--- config.mk ---
export PLATFORM = sky130hd
export DESIGN_NAME = proc
export DESIGN_NICKNAME = d
export VERILOG_FILES = /design/src/rtl/proc.sv
export SDC_FILE = /design/constraint.sdc
export NUM_CORES = 1
export LEC_CHECK = 0
export ABC_AREA = 1
export CAP_MARGIN = 10
export CORE_MARGIN = 2
export CORE_UTILIZATION = 37
export CTS_BUF_LIST = sky130_fd_sc_hd__clkbuf_8
export CTS_CLUSTER_DIAMETER = 200
export DETAILED_ROUTE_END_ITERATION = 16
export GPL_TIMING_DRIVEN = 0
export PLACE_DENSITY = 0.53
export SYNTH_ARGS = -nofsm -noshare
export SYNTH_HDL_FRONTEND = slang
export SYNTH_SLANG_ARGS = --single-unit
export TNS_END_PERCENT = 100
--- constraint.sdc ---
create_clock -name clk -period 4.43 [get_ports clk]
set_input_delay 0.886 -clock clk [delete_from_list [all_inputs] [get_ports clk]]
set_output_delay 0.886 -clock clk [all_outputs]
set_load 0.05 [all_outputs]
--- src/rtl/proc.sv ---
// Four-bit accumulator processor running a fixed 16-entry program.
// One instruction retires per clock; pc and the accumulator are visible.
module proc (
    input  logic       clk,
    input  logic       reset,
    output logic [3:0] pc,
    output logic [3:0] result
);

    localparam logic [3:0] OP_NOP  = 4'h0;
    localparam logic [3:0] OP_LDI  = 4'h1;
    localparam logic [3:0] OP_ADDI = 4'h2;
    localparam logic [3:0] OP_SUBI = 4'h3;
    localparam logic [3:0] OP_ANDI = 4'h4;
    localparam logic [3:0] OP_ORI  = 4'h5;
    localparam logic [3:0] OP_XORI = 4'h6;
    localparam logic [3:0] OP_SHL  = 4'h7;
    localparam logic [3:0] OP_SHR  = 4'h8;
    localparam logic [3:0] OP_ST   = 4'h9;
    localparam logic [3:0] OP_LD   = 4'hA;
    localparam logic [3:0] OP_JMP  = 4'hB;
    localparam logic [3:0] OP_BEQZ = 4'hC;
    localparam logic [3:0] OP_BNEZ = 4'hD;
    localparam logic [3:0] OP_HALT = 4'hE;

    logic [3:0] acc;
    logic [3:0] regs [4];
    logic       halted;
    logic [7:0] instr;
    logic [3:0] op;
    logic [3:0] imm;

    // Program ROM: countdown loop, reload, then halt.
    always_comb begin
        instr = {OP_NOP, 4'h0};
        case (pc)
            4'd0:    instr = {OP_LDI,  4'd3};
            4'd1:    instr = {OP_ADDI, 4'd4};
            4'd2:    instr = {OP_ST,   4'd0};
            4'd3:    instr = {OP_SUBI, 4'd1};
            4'd4:    instr = {OP_BNEZ, 4'd3};
            4'd5:    instr = {OP_LD,   4'd0};
            4'd6:    instr = {OP_XORI, 4'd5};
            4'd7:    instr = {OP_SHL,  4'd0};
            4'd8:    instr = {OP_HALT, 4'd0};
            default: instr = {OP_NOP,  4'd0};
        endcase
    end

    assign op     = instr[7:4];
    assign imm    = instr[3:0];
    assign result = acc;

    always_ff @(posedge clk) begin
        if (reset) begin
            pc     <= 4'd0;
            acc    <= 4'd0;
            halted <= 1'b0;
            for (int i = 0; i < 4; i++) regs[i] <= 4'd0;
        end else if (!halted) begin
            pc <= pc + 4'd1;
            case (op)
                OP_LDI:  acc <= imm;
                OP_ADDI: acc <= acc + imm;
                OP_SUBI: acc <= acc - imm;
                OP_ANDI: acc <= acc & imm;
                OP_ORI:  acc <= acc | imm;
                OP_XORI: acc <= acc ^ imm;
                OP_SHL:  acc <= {acc[2:0], 1'b0};
                OP_SHR:  acc <= {1'b0, acc[3:1]};
                OP_ST:   regs[imm[1:0]] <= acc;
                OP_LD:   acc <= regs[imm[1:0]];
                OP_JMP:  pc <= imm;
                OP_BEQZ: if (acc == 4'd0) pc <= imm;
                OP_BNEZ: if (acc != 4'd0) pc <= imm;
                OP_HALT: begin
                    halted <= 1'b1;
                    pc     <= pc;
                end
                default: ;
            endcase
        end
    end

endmodule

# --- Word-level counts from Yosys, hierarchy flattened ---
# Memory sizes are Yosys's and may differ from the RTL's. A register that Yosys moved wholly into a read port is not among the register bits.
# Index checks and enable logic that the tools add are counted.
classes:
  add_sub_neg: 3
  mux: 17
  n_div: 0
  n_shift: 0
  eq_ne: 14
  multipliers: 0
  n_bitwise: 5
  magnitude_cmp: 0
  reduce_logical: 6
ops:
  columns: ["cell", "n"]
  rows:
  - ["$pmux 4 s9", 1]
  - ["$eq 4x4->1 const B", 7]
  - ["$mux 4", 5]
  - ["$eq 4x3->1 const B", 4]
  - ["$pmux 4 s4", 1]
  - ["$mux 1", 9]
  - ["$reduce_bool 9->1", 1]
  - ["$eq 4x2->1 const B", 2]
  - ["$add 4x1->4 const B", 1]
  - ["$add 4x4->4", 1]
  - ["$and 4x4->4", 1]
  - ["$eq 4x1->1 const B", 1]
  - ["$logic_not 4->1", 1]
  - ["$or 4x4->4", 1]
  - ["$reduce_and 2->1", 2]
  - ["$reduce_bool 4->1", 1]
  - ["$reduce_or 4->1", 1]
  - ["$sub 4x4->4", 1]
  - ["$xor 4x4->4", 1]
  - ["$mux 2", 1]
  - ["$not 1->1", 2]
totals:
  output_inout_bits: 8
  mem_count: 2
  reg_bits: 9
  elab_cells: 50
  latch_bits: 0
  ram_bits: 16
  romBits: 112
  inputBits: 2
mem_list:
  columns: ["name", "words", "width", "read_ports", "rd_ports_with_merged_regs", "write_ports", "line_no", "source"]
  rows:
  - ["(name not given)", 16, 7, 1, 1, 0, "36", "case (pc)"]
  - ["regs", 4, 4, 1, 0, 4, "27", "logic [3:0] regs [4];"]

# --- Depth between registers and ports, before layout ---
# Gate-level depths: netlist (run 1).
depth:
  depth_word: 7
  depth_mapped: 16
  depth_no_buf: 16

# --- Least setup slack after synthesis (run 1) ---
# OpenSTA, ideal clock, no wires.
synth_timing:
  kind: "register to register"
  start: "reg, netlist name instr[1]"
  end: "reg acc[1], in the netlist result[1]"
  arrival_time_ps: 2022
  path_stages_with_launch: 13
  setup_ps: 117
  path_buffers: 0
  setup_slack_ps: 2291
  period_less_slack_ps: 2139
  required_ps: 4313
  path_cell_list: "dfxtp_1 clkinv_1 ha_1 nand2_1 o21ai_0 fa_1 inv_1 nand2_1 o211ai_1 nor2_1 nand3b_1 nand2_1 a21oi_1"
synth_via:
  elab_chain_cells: 2
  word_cells_on_any_way: 7
  cone_classes: "add/sub: 2; mux: 1; bitwise: 3; memory: 1"
synth_lines:
  columns: ["item", "line_no", "source"]
  rows:
  - ["$sub 4x4->4 (tied with other cells)", "65", "OP_SUBI: acc <= acc - imm;"]
  - ["$pmux 4 s9 (*)", "62", "case (op)"]
  - ["to (signal assigned)", "63", "OP_LDI: acc <= imm;"]
  - ["to (signal assigned)", "65", null]
  - ["to (signal assigned)", "66", "OP_ANDI: acc <= acc & imm;"]
  - ["to (decl)", "26", "logic [3:0] acc;"]
# Every way passes the cells marked *; elsewhere a longest branch is shown, timed or not.
# A chain may end at the register's enable or synchronous reset.

# --- Worst setup path in the final report (run 1) ---
layout_timing:
  start: "reg, netlist name instr[1]"
  end: "reg acc[3], in the netlist result[3]"
layout_via:
  elab_chain_cells: 2
  word_cells_on_any_way: 4
  cone_classes: "add/sub: 2; mux: 1; memory: 1"
layout_lines:
  columns: ["item", "line_no"]
  rows:
  - ["$sub 4x4->4 (tied with other cells)", "65"]
  - ["$pmux 4 s9 (*)", "62"]
# Marks and branches as above.

==> impl_metrics.env, run 1 <==
export IMPL_r2r_worst_path_cells=15
export IMPL_area_sequential_um2=801
export IMPL_cp_num_cells=15
export IMPL_ir_worst_vdd_uv=265
export IMPL_num_antenna_cells=0
export IMPL_worst_hold_path_type="register to register"
export IMPL_finalHoldViolations=0
export IMPL_unrepaired_setup_endpoints_after_global_routing="no"
export IMPL_ys_seq_area_frac=0.356
export IMPL_tightest_slew_ns=0.614
export IMPL_hpwlAfterDp_mm=4.02
export IMPL_comb_power_share=0.559
export IMPL_worstPathBufferInverterCount=3
export IMPL_synthesis_area_um2=2250
export IMPL_fin_tns_setup_ns=0
export IMPL_setup_worst_path_end_class="register"
export IMPL_fin_worst_skew_ns=0.0100
export IMPL_clkSlewWorstSetupHoldPaths_ns=0.07
export IMPL_gp_congestion=0.821
export IMPL_cts_buffers_inserted=5
export IMPL_setup_worst_path_start_class="register"
export IMPL_initialDrtViolationCount=57
export IMPL_power_leakage_nw=1.10
export IMPL_post_cts_resized_instances=0
export IMPL_power_density_over_cell_area_nw_per_um2=621
export IMPL_result_of_the_run="finished clean"
export IMPL_cts_hold_buf=0
export IMPL_share_clk_of_total_power=0.149
export IMPL_routed_length_per_instance_um=13.6
export IMPL_filler_cell_count=622
export IMPL_finalSetupViolations=0
export IMPL_final_min_period_over_clock_period=0.569
export IMPL_via_count_of_the_first_global_routing_pass=1824
export IMPL_cell_internal_pwr_w=0.000781
export IMPL_power_share_sequential=0.292
export IMPL_h_tree_depth=2
export IMPL_die_h_um=82.0
export IMPL_synthCells=286
export IMPL_drcViolationCount=0
export IMPL_max_cap_violations=0
export IMPL_worst_endpoint_arrival_ns=2.75
export IMPL_synth_avg_cell_area_um2=7.87
export IMPL_min_path_cells=2
export IMPL_cts_root_buffer_cell="sky130_fd_sc_hd__clkbuf_8"
export IMPL_ios=10
export IMPL_grt_first_pass_wirelength_mm=8.87
export IMPL_slew_limit_headroom=0.586
export IMPL_clock_insertion_delay_at_the_later_pin_of_the_skew_report_ns=0.29
export IMPL_detail_route_vias_per_cell=4.80
export IMPL_max_freq_ghz=0.396
export IMPL_clkSinkCount=32
export IMPL_synthToLayoutAreaGrowth_pct=11.8
export IMPL_drive_gt1_frac=0.162
export IMPL_dieWidth_um=82.0
export IMPL_cts_tree="done"
export IMPL_buffer_depth_of_the_longest_clock_path=2
export IMPL_floorplan_die_area_um2=6720
export IMPL_cell_row_count=28
export IMPL_groute_usage_overall=0.177
export IMPL_period_minus_slack_ns=2.52
export IMPL_crit_slowest_cell="sky130_fd_sc_hd__dfxtp_1"
export IMPL_most_repeated_library_cell_on_the_critical_path="sky130_fd_sc_hd__nand2_1"
export IMPL_grt_antenna_before_repair=0
export IMPL_port_buffers=8
export IMPL_initial_core_util=0.382
export IMPL_num_vias=1810
export IMPL_mappedNetlistNets=305
export IMPL_postRouteAntennaNets=0
export IMPL_longest_individual_stage_delay_on_the_worst_path_ns=0.43
export IMPL_fp_coreArea_um2=5890
export IMPL_timing_max_transition_violations_final=0
export IMPL_grt_overflow_total=0
export IMPL_p_sw_w=0.000783
export IMPL_critical_path_required_ns=4.65
export IMPL_grt_max_degree=13
export IMPL_post_cts_setup_buffers=0
export IMPL_drt_pass1_iterations=4
export IMPL_yosys_register_bits=32
export IMPL_finish_utilization=0.428
export IMPL_drt_total_wl_mm=5.12
export IMPL_path_cells="clkinv_1, ha_1, nand2_1, o21ai_0, inv_1, ha_1, inv_1, nor2_1, o21ai_0, nand2_1, nand3_1, nand3_1, nand2_1, nand2_1, a21oi_1"
export IMPL_yosysUniqueCellTypes=38
export IMPL_switching_share=0.501
export IMPL_yosysWarnings=0
export IMPL_multi_input_area_um2=1270
export IMPL_worst_path_dominant_cell_family="adder cells"
export IMPL_nNetsFinal=320
export IMPL_path_class="register to register"
export IMPL_worst_path_max_fanout=11
[power groups by stage]
stage | clock (W) | combinational [W] | sequential [W]
after floorplan | 0 | 0.000603 | 0.000508
after global placement | 0 | 0.000865 | 0.000463
after detailed placement | 0 | 0.000871 | 0.000464
after CTS | 0.000239 | 0.000877 | 0.000458
after global routing | 0.000251 | 0.00101 | 0.000468
final | 0.000233 | 0.000874 | 0.000457
[sequential cells by signal, indices dropped and copies added (netlist names)]
signal	flops
pc	4
regs	16
halted	1
result	4
instr	7
[area by class of cell]
type | instances | area share
multi-input cells | 210 | 0.504
flip-flops and latches | 32 | 0.318
inverters | 42 | 0.0646
well taps | 75 | 0.0373
repair buffers | 8 | 0.0318
clock buffers | 5 | 0.0273
clock inverters | 3 | 0.00945
plain buffers | 2 | 0.00746
[worst min-delay path: cells and delay by family, from the launching register on]
| kind | cells | cell delay (ns) |
|---|---|---|
| DFF | 1 | 0.38 |
| AOI/OAI and AO/OA | 1 | 0.06 |
| and+or+nand+nor | 1 | 0.10 |
[cells by family after synthesis]
kind of cell,share of synthesized area
xor+xnor,0.0239
flops,0.356
simple gates,0.349
compound gates,0.0929
buf+inv,0.0806
fa+ha+maj,0.0979
[cells in the mapped netlist]
cell type / count / area share
sky130_fd_sc_hd__a21oi_1: 11 / 0.024
sky130_fd_sc_hd__a21oi_2: 1 / 0.0039
sky130_fd_sc_hd__a21oi_4: 1 / 0.0072
sky130_fd_sc_hd__a22o_1: 1 / 0.0039
sky130_fd_sc_hd__buf_2: 1 / 0.0022
sky130_fd_sc_hd__clkbuf_8: 1 / 0.0061
sky130_fd_sc_hd__clkinv_1: 1 / 0.0017
sky130_fd_sc_hd__dfxtp_1: 16 / 0.14
sky130_fd_sc_hd__edfxtp_1: 16 / 0.21
sky130_fd_sc_hd__fa_1: 1 / 0.0089
sky130_fd_sc_hd__ha_1: 16 / 0.089
sky130_fd_sc_hd__inv_1: 32 / 0.053
sky130_fd_sc_hd__inv_2: 7 / 0.012
sky130_fd_sc_hd__inv_4: 2 / 0.0056
sky130_fd_sc_hd__nand2_1: 64 / 0.11
sky130_fd_sc_hd__nand2_2: 10 / 0.028
sky130_fd_sc_hd__nand2_4: 4 / 0.020
sky130_fd_sc_hd__nand3_1: 18 / 0.040
sky130_fd_sc_hd__nand3_4: 3 / 0.023
sky130_fd_sc_hd__nand3b_1: 1 / 0.0033
sky130_fd_sc_hd__nand4_1: 7 / 0.019
sky130_fd_sc_hd__nor2_1: 41 / 0.068
sky130_fd_sc_hd__nor2_2: 3 / 0.0083
sky130_fd_sc_hd__nor2_4: 2 / 0.010
sky130_fd_sc_hd__nor2_8: 1 / 0.0089
sky130_fd_sc_hd__nor3_1: 3 / 0.0067
sky130_fd_sc_hd__nor4_1: 1 / 0.0028
sky130_fd_sc_hd__o211ai_1: 2 / 0.0067
sky130_fd_sc_hd__o211ai_2: 1 / 0.0056
sky130_fd_sc_hd__o21ai_0: 7 / 0.016
sky130_fd_sc_hd__o21ai_1: 2 / 0.0044
sky130_fd_sc_hd__o21ai_2: 1 / 0.0039
sky130_fd_sc_hd__o21ai_4: 2 / 0.014
sky130_fd_sc_hd__o22ai_1: 1 / 0.0028
sky130_fd_sc_hd__or2_1: 1 / 0.0028
sky130_fd_sc_hd__xnor2_1: 2 / 0.0078
sky130_fd_sc_hd__xnor2_4: 1 / 0.012
sky130_fd_sc_hd__xor2_1: 1 / 0.0039
[routing by layer]
layer | global-route usage | wire [um]
met1 | 0.242 | 2570
met2 | 0.278 | 2350
met3 | 0.0341 | 145
met4 | 0.0617 | 52
met5 | 0 | 0
[layout by cell type (no fill, tap or decap), types with 3 or more instances in the layout]
cell type / netlist / layout
sky130_fd_sc_hd__a21oi_1: 11 / 11
sky130_fd_sc_hd__clkbuf_8: 1 / 6
sky130_fd_sc_hd__clkdlybuf4s50_1: 0 / 8
sky130_fd_sc_hd__dfxtp_1: 16 / 16
sky130_fd_sc_hd__edfxtp_1: 16 / 16
sky130_fd_sc_hd__ha_1: 16 / 16
sky130_fd_sc_hd__inv_1: 32 / 32
sky130_fd_sc_hd__inv_2: 7 / 7
sky130_fd_sc_hd__nand2_1: 64 / 64
sky130_fd_sc_hd__nand2_2: 10 / 10
sky130_fd_sc_hd__nand2_4: 4 / 4
sky130_fd_sc_hd__nand3_1: 18 / 18
sky130_fd_sc_hd__nand3_4: 3 / 3
sky130_fd_sc_hd__nand4_1: 7 / 7
sky130_fd_sc_hd__nor2_1: 41 / 41
sky130_fd_sc_hd__nor2_2: 3 / 3
sky130_fd_sc_hd__nor3_1: 3 / 3
sky130_fd_sc_hd__o21ai_0: 7 / 7
[through the flow]
stage               instance area [um^2]  cells  total power [W]  setup slack (ns)  hold WS, ns
finish                              2520    377          0.00156              1.91        0.581
global route                        2520    377          0.00173              1.59        0.608
CTS                                 2520    377          0.00157              1.90        0.590
detailed placement                  2420    369          0.00134              1.92        0.566
global placement                    2420    369          0.00133              1.93        0.571
floorplan                           2250    286          0.00111              2.29        0.543
[worst paths after layout]
| path | endpoint | from | slack [ns] |
|---|---|---|---|
| max | result[3] | instr[1] | 1.91 |
| min | result[2] | result[2] | 0.58 |
| max reg2reg | result[3] | instr[1] | 1.91 |
| min reg2reg | result[2] | result[2] | 0.58 |
(Power assumes the default switching activity.)
==> run 2: changes to the inputs <==
Settings changed: PLACE_DENSITY 0.53 to 0.55.
Clock period 4.43 ns to 2.3 ns, I/O delays scaled along.
==> run 2 against run 1 <==
  * Clock skew fell by 0.0047 ns
  * First-iteration DRC count rose by 21%
  * Fmax rose by 17%
  * Power rose by 100%
  * Clock-buffer cell count did not move
  * Design area rose by 1.5%
  * Via count rose by 0.61%
  * Routed wire length rose by 0.43%
  * Setup slack got worse by 1.8 ns
  * Final cell count did not move
  * Highest routed layer unchanged
==> impl_metrics.env, run 2 (synthesis results as in run 1) <==
export IMPL_result_of_the_run="finished clean"
export IMPL_grt_first_pass_wirelength_mm=8.56
export IMPL_largest_register_ffs=16
export IMPL_most_repeated_library_cell_on_the_critical_path="sky130_fd_sc_hd__nand2_1"
export IMPL_num_vias=1821
export IMPL_finalHoldViolations=0
export IMPL_place_worst_setup_slack_ns=-0.210
export IMPL_num_antenna_cells=0
export IMPL_routed_length_per_instance_um=13.6
export IMPL_ir_worst_vdd_uv=440
export IMPL_initialDrtViolationCount=69
export IMPL_leading_cell_type_in_the_layout_fill_and_taps_excluded="sky130_fd_sc_hd__nand2_1"
export IMPL_unrepaired_setup_endpoints_after_global_routing="no"
export IMPL_worst_path_max_fanout=10
export IMPL_die_h_um=82.0
export IMPL_drt_total_wl_mm=5.14
export IMPL_fin_worst_skew_ns=0.00534
export IMPL_drt_pass1_iterations=4
export IMPL_postRouteAntennaNets=0
export IMPL_h_tree_depth=2
export IMPL_gp_congestion=0.837
export IMPL_port_buffers=8
export IMPL_detail_route_wirelength_met1_mm=2.50
export IMPL_worst_path_dominant_cell_family="adder cells"
export IMPL_setup_worst_path_start_class="register"
export IMPL_worstPathBufferInverterCount=3
export IMPL_timing_max_transition_violations_final=0
export IMPL_initial_core_util=0.382
export IMPL_post_cts_setup_buffers=0
export IMPL_clock_insertion_delay_at_the_later_pin_of_the_skew_report_ns=0.29
export IMPL_met2_wl_post_dr_mm=2.36
export IMPL_total_power_w=0.00315
export IMPL_final_min_period_over_clock_period=0.939
export IMPL_largest_register="regs"
export IMPL_grt_overflow_total=0
export IMPL_critical_path_required_ns=2.48
export IMPL_worst_endpoint_arrival_ns=2.34
export IMPL_drive_gt1_frac=0.179
export IMPL_most_common_layout_cells="sky130_fd_sc_hd__nand2_1, sky130_fd_sc_hd__nor2_1, sky130_fd_sc_hd__inv_1, sky130_fd_sc_hd__nand3_1"
export IMPL_max_cap_violations=0
export IMPL_fin_tns_setup_ns=0
export IMPL_floorplan_die_area_um2=6720
export IMPL_cts_tree="done"
export IMPL_drcViolationCount=0
export IMPL_cts_buffers_inserted=5
export IMPL_fp_coreArea_um2=5890
export IMPL_path_class="register to register"
export IMPL_groute_usage_overall=0.172
export IMPL_synthToLayoutAreaGrowth_pct=13.6
export IMPL_worst_hold_path_type="input pin to register"
export IMPL_crit_slowest_cell="sky130_fd_sc_hd__fa_1"
export IMPL_cts_root_buffer_cell="sky130_fd_sc_hd__clkbuf_8"
export IMPL_setup_worst_path_end_class="register"
export IMPL_final_critical_path_setup_slack_ns=0.141
export IMPL_via_count_of_the_first_global_routing_pass=1738
export IMPL_power_leakage_nw=1.12
export IMPL_buffer_depth_of_the_longest_clock_path=2
export IMPL_detail_route_vias_per_cell=4.83
export IMPL_cts_hold_buf=0
export IMPL_cell_row_count=28
export IMPL_dp_cells=369
export IMPL_finalSetupViolations=0
export IMPL_top_layer_used="met4"
export IMPL_slew_limit_headroom=0.583
export IMPL_nNetsFinal=320
export IMPL_longest_individual_stage_delay_on_the_worst_path_ns=0.51
export IMPL_power_density_over_cell_area_nw_per_um2=1230
export IMPL_max_freq_ghz=0.463
export IMPL_hpwlAfterDp_mm=3.96
export IMPL_clkSlewWorstSetupHoldPaths_ns=0.07
export IMPL_ios=10
export IMPL_grt_antenna_before_repair=0
export IMPL_filler_cell_count=610
export IMPL_instances_no_fill=377
export IMPL_routed_wl_met3_um=161
export IMPL_path_cells="buf_6, inv_1, ha_1, nand2_1, o21ai_2, fa_1, inv_1, nand2_1, o211ai_1, nor2_1, nand3b_1, nand2_1, a21oi_1"
export IMPL_period_minus_slack_ns=2.16
export IMPL_dieWidth_um=82.0
export IMPL_clkSinkCount=32
export IMPL_tightest_slew_ns=0.619
export IMPL_grt_max_degree=12
[run 2: changes by cell type in the layout (fill, tap and decap cells not counted), moves of 2 or more]
cell and change:
sky130_fd_sc_hd__dfxtp_2 +2, sky130_fd_sc_hd__dfxtp_1 -3, sky130_fd_sc_hd__o21ai_2 +2, sky130_fd_sc_hd__clkinvlp_4 -2
sky130_fd_sc_hd__o21ai_0 -2
[run 2: path summary, 6_finish.rpt]
check,start,end,slack (ns),cells after the start
max,instr[0],result[1],0.14,13
min,reset,result[3],0.42,2
max reg2reg,instr[0],result[1],0.14,13
min reg2reg,result[2],result[2],0.58,2
[run 2: stage by stage]
| step | cell area, um^2 | hold WS (ns) | util |
|---|---|---|---|
| after floorplan | 2250 | 0.543 | - |
| after global placement | 2420 | 0.570 | 0.412 |
| after detailed placement | 2420 | 0.575 | 0.412 |
| after CTS | 2540 | 0.410 | 0.432 |
| after global routing | 2550 | 0.415 | 0.434 |
| final | 2550 | 0.420 | 0.434 |
[run 2: timing repair]
item | in CTS | in global routing
resized for setup | 6 | 7
endpoints found under the hold margin | 0 | 0
setup endpoints to repair | 3 | 4
[run 2: power by group]
part / leakage [nW] / switching, W / internal, W
Clock: 0.0532 / 0.000216 / 0.000315
Combinational: 0.770 / 0.00113 / 0.000600
Sequential: 0.298 / 0.000163 / 0.000727
Total: 1.12 / 0.00150 / 0.00164
[run 2: per-layer routing]
metal	vias up	GRT usage
met4	0	0.0633
met1	825	0.232
met5	-	0
met3	12	0.0396
li1	951	-
met2	33	0.267
[run 2: area by class of cell]
type	count	area, um^2	area share
plain buffers	2	25.0	0.00979
well taps	75	93.8	0.0367
clock inverters	3	37.5	0.0147
inverters	42	168	0.0656
clock buffers	5	68.8	0.0269
repair buffers	8	80.1	0.0313
flip-flops and latches	32	807	0.316
multi-input cells	210	1270	0.499
